**src/rtl/rv32i_decode_stage.sv**
```systemverilog
`default_nettype none
// ============================================================================
// Module   : rv32i_decode_stage
// Purpose  : Registered RV32I instruction decode stage. Splits one instruction
//            per valid/ready handshake into the fields and control signals the
//            ALU and later stages consume. It has one output register with
//            backpressure and a synchronous flush.
// Revision : 1.0 - initial release
// ============================================================================
module rv32i_decode_stage (
  input  logic        clk,
  input  logic        nRst,
  input  logic        instr_valid,
  input  logic [31:0] instruction,
  output logic        instr_ready,
  input  logic        flush,
  input  logic        out_ready,
  output logic        dec_valid,
  output logic [6:0]  opcode,
  output logic [2:0]  funct3,
  output logic [6:0]  funct7,
  output logic [4:0]  rs1_sel,
  output logic [4:0]  rs2_sel,
  output logic [4:0]  rd_sel,
  output logic [31:0] immediate,
  output logic        ALU_source,
  output logic        reg_write,
  output logic        mem_read,
  output logic        mem_write,
  output logic        is_branch,
  output logic        is_jump,
  output logic        illegal
);

  localparam logic [6:0] c_OP_R      = 7'b0110011;
  localparam logic [6:0] c_OP_IMM    = 7'b0010011;
  localparam logic [6:0] c_OP_LOAD   = 7'b0000011;
  localparam logic [6:0] c_OP_STORE  = 7'b0100011;
  localparam logic [6:0] c_OP_BRANCH = 7'b1100011;
  localparam logic [6:0] c_OP_JALR   = 7'b1100111;
  localparam logic [6:0] c_OP_JAL    = 7'b1101111;
  localparam logic [6:0] c_OP_LUI    = 7'b0110111;
  localparam logic [6:0] c_OP_AUIPC  = 7'b0010111;

  localparam logic [6:0] c_F7_BASE   = 7'b0000000;
  localparam logic [6:0] c_F7_ALT    = 7'b0100000;

  localparam logic [2:0] c_F3_ADDSUB = 3'b000;
  localparam logic [2:0] c_F3_SLL    = 3'b001;
  localparam logic [2:0] c_F3_SR     = 3'b101;

  // Field aliases of the incoming word
  logic [6:0] w_op;
  logic [2:0] w_f3;
  logic [6:0] w_f7_raw;
  logic       w_accept;

  assign w_op     = instruction[6:0];
  assign w_f3     = instruction[14:12];
  assign w_f7_raw = instruction[31:25];

  // Decoded values of the instruction currently offered by fetch
  logic        w_is_shift;
  logic        w_known_op;
  logic [6:0]  w_f7;
  logic [4:0]  w_rs1;
  logic [4:0]  w_rs2;
  logic [4:0]  w_rd;
  logic [31:0] w_imm;
  logic        w_alu_src;
  logic        w_reg_write;
  logic        w_mem_read;
  logic        w_mem_write;
  logic        w_branch;
  logic        w_jump;
  logic        w_illegal;

  // Registered decode payload
  logic        r_valid;
  logic [6:0]  r_opcode;
  logic [2:0]  r_funct3;
  logic [6:0]  r_funct7;
  logic [4:0]  r_rs1;
  logic [4:0]  r_rs2;
  logic [4:0]  r_rd;
  logic [31:0] r_imm;
  logic        r_alu_src;
  logic        r_reg_write;
  logic        r_mem_read;
  logic        r_mem_write;
  logic        r_branch;
  logic        r_jump;
  logic        r_illegal;

  assign w_is_shift = (w_op == c_OP_IMM) && ((w_f3 == c_F3_SLL) || (w_f3 == c_F3_SR));

  // Handshake: a flush blocks acceptance, and a full register only frees up when consumed
  assign instr_ready = !flush && (!r_valid || out_ready);
  assign w_accept    = instr_valid && instr_ready;

  // Format-dependent field, immediate and raw control decode
  always_comb begin
    w_known_op  = 1'b1;
    w_f7        = 7'd0;
    w_rs1       = instruction[19:15];
    w_rs2       = 5'd0;
    w_rd        = instruction[11:7];
    w_imm       = 32'd0;
    w_alu_src   = 1'b0;
    w_reg_write = 1'b0;
    w_mem_read  = 1'b0;
    w_mem_write = 1'b0;
    w_branch    = 1'b0;
    w_jump      = 1'b0;
    case (w_op)
      c_OP_R: begin
        w_f7        = w_f7_raw;
        w_rs2       = instruction[24:20];
        w_reg_write = 1'b1;
      end
      c_OP_IMM: begin
        // funct7 is only meaningful for shifts; elsewhere those bits are immediate
        if (w_is_shift) begin
          w_f7  = w_f7_raw;
          w_imm = {27'd0, instruction[24:20]};
        end else begin
          w_imm = {{20{instruction[31]}}, instruction[31:20]};
        end
        w_alu_src   = 1'b1;
        w_reg_write = 1'b1;
      end
      c_OP_LOAD: begin
        w_imm       = {{20{instruction[31]}}, instruction[31:20]};
        w_alu_src   = 1'b1;
        w_reg_write = 1'b1;
        w_mem_read  = 1'b1;
      end
      c_OP_JALR: begin
        w_imm       = {{20{instruction[31]}}, instruction[31:20]};
        w_alu_src   = 1'b1;
        w_reg_write = 1'b1;
        w_jump      = 1'b1;
      end
      c_OP_STORE: begin
        w_rs2       = instruction[24:20];
        w_rd        = 5'd0;
        w_imm       = {{20{instruction[31]}}, instruction[31:25], instruction[11:7]};
        w_alu_src   = 1'b1;
        w_mem_write = 1'b1;
      end
      c_OP_BRANCH: begin
        w_rs2    = instruction[24:20];
        w_rd     = 5'd0;
        w_imm    = {{19{instruction[31]}}, instruction[31], instruction[7],
                    instruction[30:25], instruction[11:8], 1'b0};
        w_branch = 1'b1;
      end
      c_OP_LUI, c_OP_AUIPC: begin
        w_rs1       = 5'd0;
        w_imm       = {instruction[31:12], 12'd0};
        w_alu_src   = 1'b1;
        w_reg_write = 1'b1;
      end
      c_OP_JAL: begin
        w_rs1       = 5'd0;
        w_imm       = {{11{instruction[31]}}, instruction[31], instruction[19:12],
                       instruction[20], instruction[30:21], 1'b0};
        w_alu_src   = 1'b1;
        w_reg_write = 1'b1;
        w_jump      = 1'b1;
      end
      default: begin
        // Unknown opcode: report zeroed fields so nothing downstream sees junk
        w_known_op = 1'b0;
        w_rs1      = 5'd0;
        w_rd       = 5'd0;
      end
    endcase
  end

  // Unsupported-encoding detection
  always_comb begin
    w_illegal = !w_known_op;
    if (w_op == c_OP_R) begin
      if ((w_f7_raw != c_F7_BASE) && (w_f7_raw != c_F7_ALT)) begin
        w_illegal = 1'b1;
      end else if ((w_f7_raw == c_F7_ALT) && (w_f3 != c_F3_ADDSUB) && (w_f3 != c_F3_SR)) begin
        w_illegal = 1'b1;
      end
    end else if (w_is_shift) begin
      // Only SRAI may carry the alternate funct7
      if (!((w_f7_raw == c_F7_BASE) || ((w_f7_raw == c_F7_ALT) && (w_f3 == c_F3_SR)))) begin
        w_illegal = 1'b1;
      end
    end
  end

  // Output-valid tracking: flush wins, then accept, then consume
  always_ff @(posedge clk or negedge nRst) begin
    if (!nRst) begin
      r_valid <= 1'b0;
    end else if (flush) begin
      r_valid <= 1'b0;
    end else if (w_accept) begin
      r_valid <= 1'b1;
    end else if (out_ready) begin
      r_valid <= 1'b0;
    end
  end

  // Payload capture on accept; an illegal encoding suppresses all side effects
  always_ff @(posedge clk or negedge nRst) begin
    if (!nRst) begin
      r_opcode    <= 7'd0;
      r_funct3    <= 3'd0;
      r_funct7    <= 7'd0;
      r_rs1       <= 5'd0;
      r_rs2       <= 5'd0;
      r_rd        <= 5'd0;
      r_imm       <= 32'd0;
      r_alu_src   <= 1'b0;
      r_reg_write <= 1'b0;
      r_mem_read  <= 1'b0;
      r_mem_write <= 1'b0;
      r_branch    <= 1'b0;
      r_jump      <= 1'b0;
      r_illegal   <= 1'b0;
    end else if (w_accept) begin
      r_opcode    <= w_op;
      r_funct3    <= w_f3;
      r_funct7    <= w_f7;
      r_rs1       <= w_rs1;
      r_rs2       <= w_rs2;
      r_rd        <= w_rd;
      r_imm       <= w_imm;
      r_alu_src   <= w_alu_src;
      r_reg_write <= w_reg_write && !w_illegal;
      r_mem_read  <= w_mem_read  && !w_illegal;
      r_mem_write <= w_mem_write && !w_illegal;
      r_branch    <= w_branch    && !w_illegal;
      r_jump      <= w_jump      && !w_illegal;
      r_illegal   <= w_illegal;
    end
  end

  assign dec_valid  = r_valid;
  assign opcode     = r_opcode;
  assign funct3     = r_funct3;
  assign funct7     = r_funct7;
  assign rs1_sel    = r_rs1;
  assign rs2_sel    = r_rs2;
  assign rd_sel     = r_rd;
  assign immediate  = r_imm;
  assign ALU_source = r_alu_src;
  assign reg_write  = r_reg_write;
  assign mem_read   = r_mem_read;
  assign mem_write  = r_mem_write;
  assign is_branch  = r_branch;
  assign is_jump    = r_jump;
  assign illegal    = r_illegal;

endmodule
`default_nettype wire

```
**config.mk**
```make
export PLATFORM = sky130hd
export DESIGN_NAME = rv32i_decode_stage
export DESIGN_NICKNAME = d
export VERILOG_FILES = /design/src/rtl/rv32i_decode_stage.sv
export SDC_FILE = /design/constraint.sdc
export NUM_CORES = 1
export LEC_CHECK = 0
export BUFFER_PORTS_ARGS = -buffer_cell sky130_fd_sc_hd__buf_4
export CAP_MARGIN = 20
export CORE_UTILIZATION = 50
export CTS_BUF_LIST = sky130_fd_sc_hd__clkbuf_4 sky130_fd_sc_hd__clkbuf_8
export DETAILED_ROUTE_END_ITERATION = 7
export GPL_ROUTABILITY_DRIVEN = 0
export MAX_ROUTING_LAYER = met4
export PLACE_DENSITY = 0.79
export SYNTH_ARGS = -nofsm -noshare
export SYNTH_HDL_FRONTEND = slang
export SYNTH_SLANG_ARGS = --single-unit
export TNS_END_PERCENT = 100
```
**constraint.sdc**
```tcl
create_clock -name clk -period 2.2 [get_ports clk]
set_input_delay 0.44 -clock clk [delete_from_list [all_inputs] [get_ports clk]]
set_output_delay 0.44 -clock clk [all_outputs]
set_load 0.01 [all_outputs]
```
[Word-level counts from Yosys, hierarchy flattened]
Index checks and enable logic that the tools add are counted.
Word-level totals
  bits in registers: 72
  output and inout bits: 73
  word-level logic and storage cells: 82
  input port bits: 37
Cells by class
  reduce and logical (&&, ||, !) cells: 31
  equal/unequal tests: 14
  multiplexer cells: 22
Operators with widths (number)
  $pmux 32 s6: 1
  $mux 32: 1
  $eq 7x6->1 const B: 4
  $eq 7x7->1 const B: 3
  $mux 1: 15
  $mux 5: 3
  $eq 7x5->1 const B: 2
  $pmux 7 s2: 1
  $reduce_or 7->1: 2
  $logic_and 1x1->1: 12
  $reduce_or 9->1: 1
  $eq 7x2->1 const B: 1
  $logic_not 7->1: 1
  $mux 7: 1
  $ne 7x6->1 const B: 1
  $reduce_bool 7->1: 1
  $reduce_bool 3->1: 2
  $reduce_or 2->1: 3
  $reduce_or 6->1: 1
  $logic_not 1->1: 4
  $eq 3x1->1 const B: 1
  $eq 3x3->1 const B: 1
  $logic_or 1x1->1: 3
  $ne 3x3->1 const B: 1
  $reduce_or 3->1: 1

[Depth between registers and ports, before layout]
  depth in word-level cells: 9
  mapped depth: 7
  gate-level depth less buffers: 5

[Worst setup path before layout]
OpenSTA, ideal clock, no wires.
  kind: input-to-reg
  from: input instruction[5]
  to: register r_imm[21], in the netlist immediate[21]
  setup time: 82 ps
  stages on the path: 7
  data arrival time: 1689 ps
  data required time: 2118 ps
  path buffers: 2
  setup slack: 429 ps
  cell sequence: buf_6 > or3_4 > o21a_4 > o31ai_4 > a21oi_2 > buf_6 > a22oi_2
On the way
  cells in the longest elaborated chain, start to end: 4
  elaborated cells on any way between the ends: 13
  those cells by class: eq/ne (8); mux (2); reduce/logical (3)
Ends and longest elaborated chain
  from (decl): line 14  | input logic [31:0] instruction,
  $eq 7x5->1: line 95, 115
  $logic_and 1x1->1: line 95  | assign w_is_shift = (w_op == c_OP_IMM) && ((w_f3 == c_F3_SLL) || (w_f3 == c_F3_SR));
  $mux 32: line 123  | if (w_is_shift) begin
  $pmux 32 s6 (*): line 115  | case (w_op)
  to (signal assigned): line 235  | r_imm <= w_imm;
  to (decl): line 86  | logic [31:0] r_imm;
Every way passes the cells marked *; elsewhere a longest branch is shown, timed or not.
A chain may end at the register's enable or synchronous reset.

[Worst setup path in the final report]
  from: register r_valid, in the netlist dec_valid
  to: register r_imm[30], in the netlist immediate[30]
On the way
  cells in the longest elaborated chain, start to end: 4
Ends and longest elaborated chain
  from (decl): line 79  | logic r_valid;
  from (signal assigned): line 201  | r_valid <= 1'b0;
  from (signal assigned): line 203  | r_valid <= 1'b0;
  from (signal assigned): line 205  | r_valid <= 1'b1;
  $logic_not 1->1: line 98  | assign instr_ready = !flush && (!r_valid || out_ready);
  $logic_or 1x1->1: line 98
  $logic_and 1x1->1: line 98
  $logic_and 1x1->1: line 99  | assign w_accept = instr_valid && instr_ready;
Every way passes these cells.

==> flow_summary.json <==
{
  "port-buffer-count": 109,
  "vdd_drop_max_mv": 0.473,
  "post_synthesis_sequential_area_ratio_pct": 55.1,
  "regToRegStartpoint": "dec_valid",
  "cp_data_arrival_time_ns": 2.17,
  "detail_route.drc_violations": 0,
  "netlist_top_cells_area": "dfrtp_1 (55%), nand2_1 (10%), a22o_1 (6.2%)",
  "worstSkewPairLatency_ns": 0.34,
  "worstPathRequired_ns": 2.40,
  "finalHoldViolCount": 0,
  "area_leader_netlist": "dfrtp_1",
  "worst_slew_margin_rel_pct": 51.1,
  "clock_sink_count": 72,
  "post_cts_hold_buffer_count": 0,
  "timing.final.crit_period_ns": 1.97,
  "routed_wire_length_per_instance_um": 16.3,
  "cts.htree.levels": 3,
  "finalNonFillerCells": 513,
  "die-area_um2": 6870,
  "dp_hpwl_mm": 6.04,
  "floorplan.rows": 29,
  "die_width_um": 82.9,
  "dominantRegCellSynth": "dfrtp_1",
  "grt_pass1_wl_mm": 14.2,
  "totalWireLength_mm": 8.35,
  "grt_start_max_net_pins": 38,
  "postSynthNetCount": 355,
  "ys_warn_count": 0,
  "post_cts.resized_instances": 0,
  "core_region_area_um2": 6350,
  "initialDrtViolationCount": 200,
  "drt_pre_antenna_iters": 5,
  "nets": 468,
  "setup_repair_after_global_routing_missed_its_margin": "false",
  "crit_fanout": 11,
  "final_common_cell": "buf_4",
  "global_route.overflow_total": 0,
  "number_of_max_slew_violations_in_the_final_report": 0,
  "maxCapViolCount": 0,
  "postSynth.asyncResetShare_pct": 100,
  "root_buffer": "clkbuf_8",
  "static-leakage-power_nw": 2.20,
  "synth_enable_flop_cells": 0,
  "synth_cell_types": 51,
  "timing.critical_path.from_type": "register",
  "setup_total_negative_slack_ns": 0,
  "most-common-layout-cells": "buf_4 (119), nand2_1 (88), dfrtp_1 (72)",
  "finalSetupViolations": 0,
  "antenna_found_initial": 0,
  "finalCritPeriodShare_pct": 89.5,
  "grt_pass1_vias": 2786,
  "remaining_number_of_nets_flagged_by_the_antenna_check_after_routing": 0,
  "syn-instance-count": 318,
  "worst_pin_slew_ns": 0.733,
  "syn2layout_area_growth_pct": 34.9,
  "max_freq_mhz": 508,
  "filler_cell_count": 497,
  "critical_path_class": "register to register",
  "power.density_cell_area_nw_per_um2": 694,
  "number_of_cts_inserted_buffers": 9,
  "worstSetupEndpointType": "register",
  "initial_utilization_pct": 51.5,
  "post-cts-setup-buffer-count": 0,
  "clock_tree_from_tritoncts": "yes",
  "gr-usage-all-layers_pct": 26.9,
  "ios": 110,
  "cts.reportedPaths.clkPinSlew_ns": 0.08,
  "fp.dieH_um": 82.9,
  "skew_ns": 0.00578,
  "cts_max_path_buffers": 2,
  "yosys.area.top_type_share_pct": 55.1,
  "run_status": "finished clean",
  "placed_cells": 497,
  "hold_path_class": "input pin to async pin",
  "syn_area_um2": 3270,
  "route.detailed.vias_per_inst": 5.54,
  "pre_cts_ws_ns": 0.108,
  "num_antenna_cells": 0,
  "timing.critical_path.from": "dec_valid",
  "layout_cell_share_with_drive_strength_beyond_1_pct": 37.4,
  "avgSynthCellArea_um2": 10.3,
  "final_critical_path_setup_slack_ns": 0.231,
  "total_number_of_vias": 2843,
  "postSynthRegisterBits": 72
}
-- cell type report --
class	count	area [um^2]	area share, %
multi-input cells	224	1360	30.8
inverters	4	15.0	0.340
clock inverters	5	78.8	1.79
flip-flops and latches	72	1800	40.8
repair buffers	120	913	20.7
well taps	77	96.3	2.18
clock buffers	11	151	3.43
-- cells by family after synthesis --
| group | after synthesis | share of synthesized area, % |
|---|---|---|
| XOR/XNOR | 1 | 0.268 |
| AND/OR/NAND/NOR | 134 | 18.1 |
| buffers and inverters | 22 | 3.71 |
| flip-flops | 72 | 55.1 |
| multiplexers | 2 | 0.650 |
| AO/OA/AOI/OAI | 87 | 22.2 |
-- path summary, 6_finish.rpt --
check / endpoint / slack, ns / depth (start not counted)
max: immediate[30] / 0.23 / 5
min: funct7[1] / 0.04 / 1
max reg2reg: immediate[30] / 0.23 / 5
min reg2reg: immediate[8] / 0.49 / 2
max in group asynchronous: opcode[3] / 1.61 / 2
min in group clk: dec_valid / 0.28 / 2
-- per-stage QoR --
stage	area [um^2]	utilization, %	hold slack (ns)	total power [W]
6_report	4410	69.5	0.0405	0.00307
4_1_cts	4410	69.5	0.0607	0.00308
2_1_floorplan	3270	-	0.144	0.00164
5_1_grt	4410	69.5	0.0700	0.00319
3_3_place_gp	4180	65.9	0.423	0.00189
3_5_place_dp	4180	65.9	0.432	0.00190
-- where the power goes --
group	total [W]	internal, W	leakage (nW)	switching [W]
Combinational	0.000438	0.000200	1.11	0.000238
Clock	0.00120	0.000699	0.119	0.000497
Sequential	0.00143	0.00139	0.970	0.0000403
-- state kept, by name, indices dropped and copies added (netlist names) --
signal,flops
opcode,7
immediate,32
rs1_sel,5
reg_write,1
funct7,7
mem_write,1
rd_sel,5
is_branch,1
dec_valid,1
rs2_sel,5
funct3,3
ALU_source,1
illegal,1
is_jump,1
mem_read,1
-- layer usage --
layer / vias to the layer above / track usage [%] / wire (um)
met4: 0 / 8.93 / 123
met2: 95 / 40.9 / 4080
met1: 1390 / 37.0 / 3720
li1: 1350 / - / -
met5: - / - / 0
met3: 8 / 4.37 / 423
-- critical path, stage by stage, from the launching register on --
cell and delay [ns]:
dfrtp_1 0.38, nor2b_1 0.17, nor3b_4 0.40, o31ai_4 0.14
a21oi_2 0.57, a22oi_2 0.17
-- Yosys cell counts, types with 4 or more instances --
library cell	n
clkbuf_1	6
buf_2	4
nor3_1	5
a22oi_1	4
nand2_1	89
a22oi_2	11
a211oi_1	8
a22o_1	23
dfrtp_1	72
buf_6	4
nor2_1	19
o21ai_0	19
(Power assumes the default switching activity.)
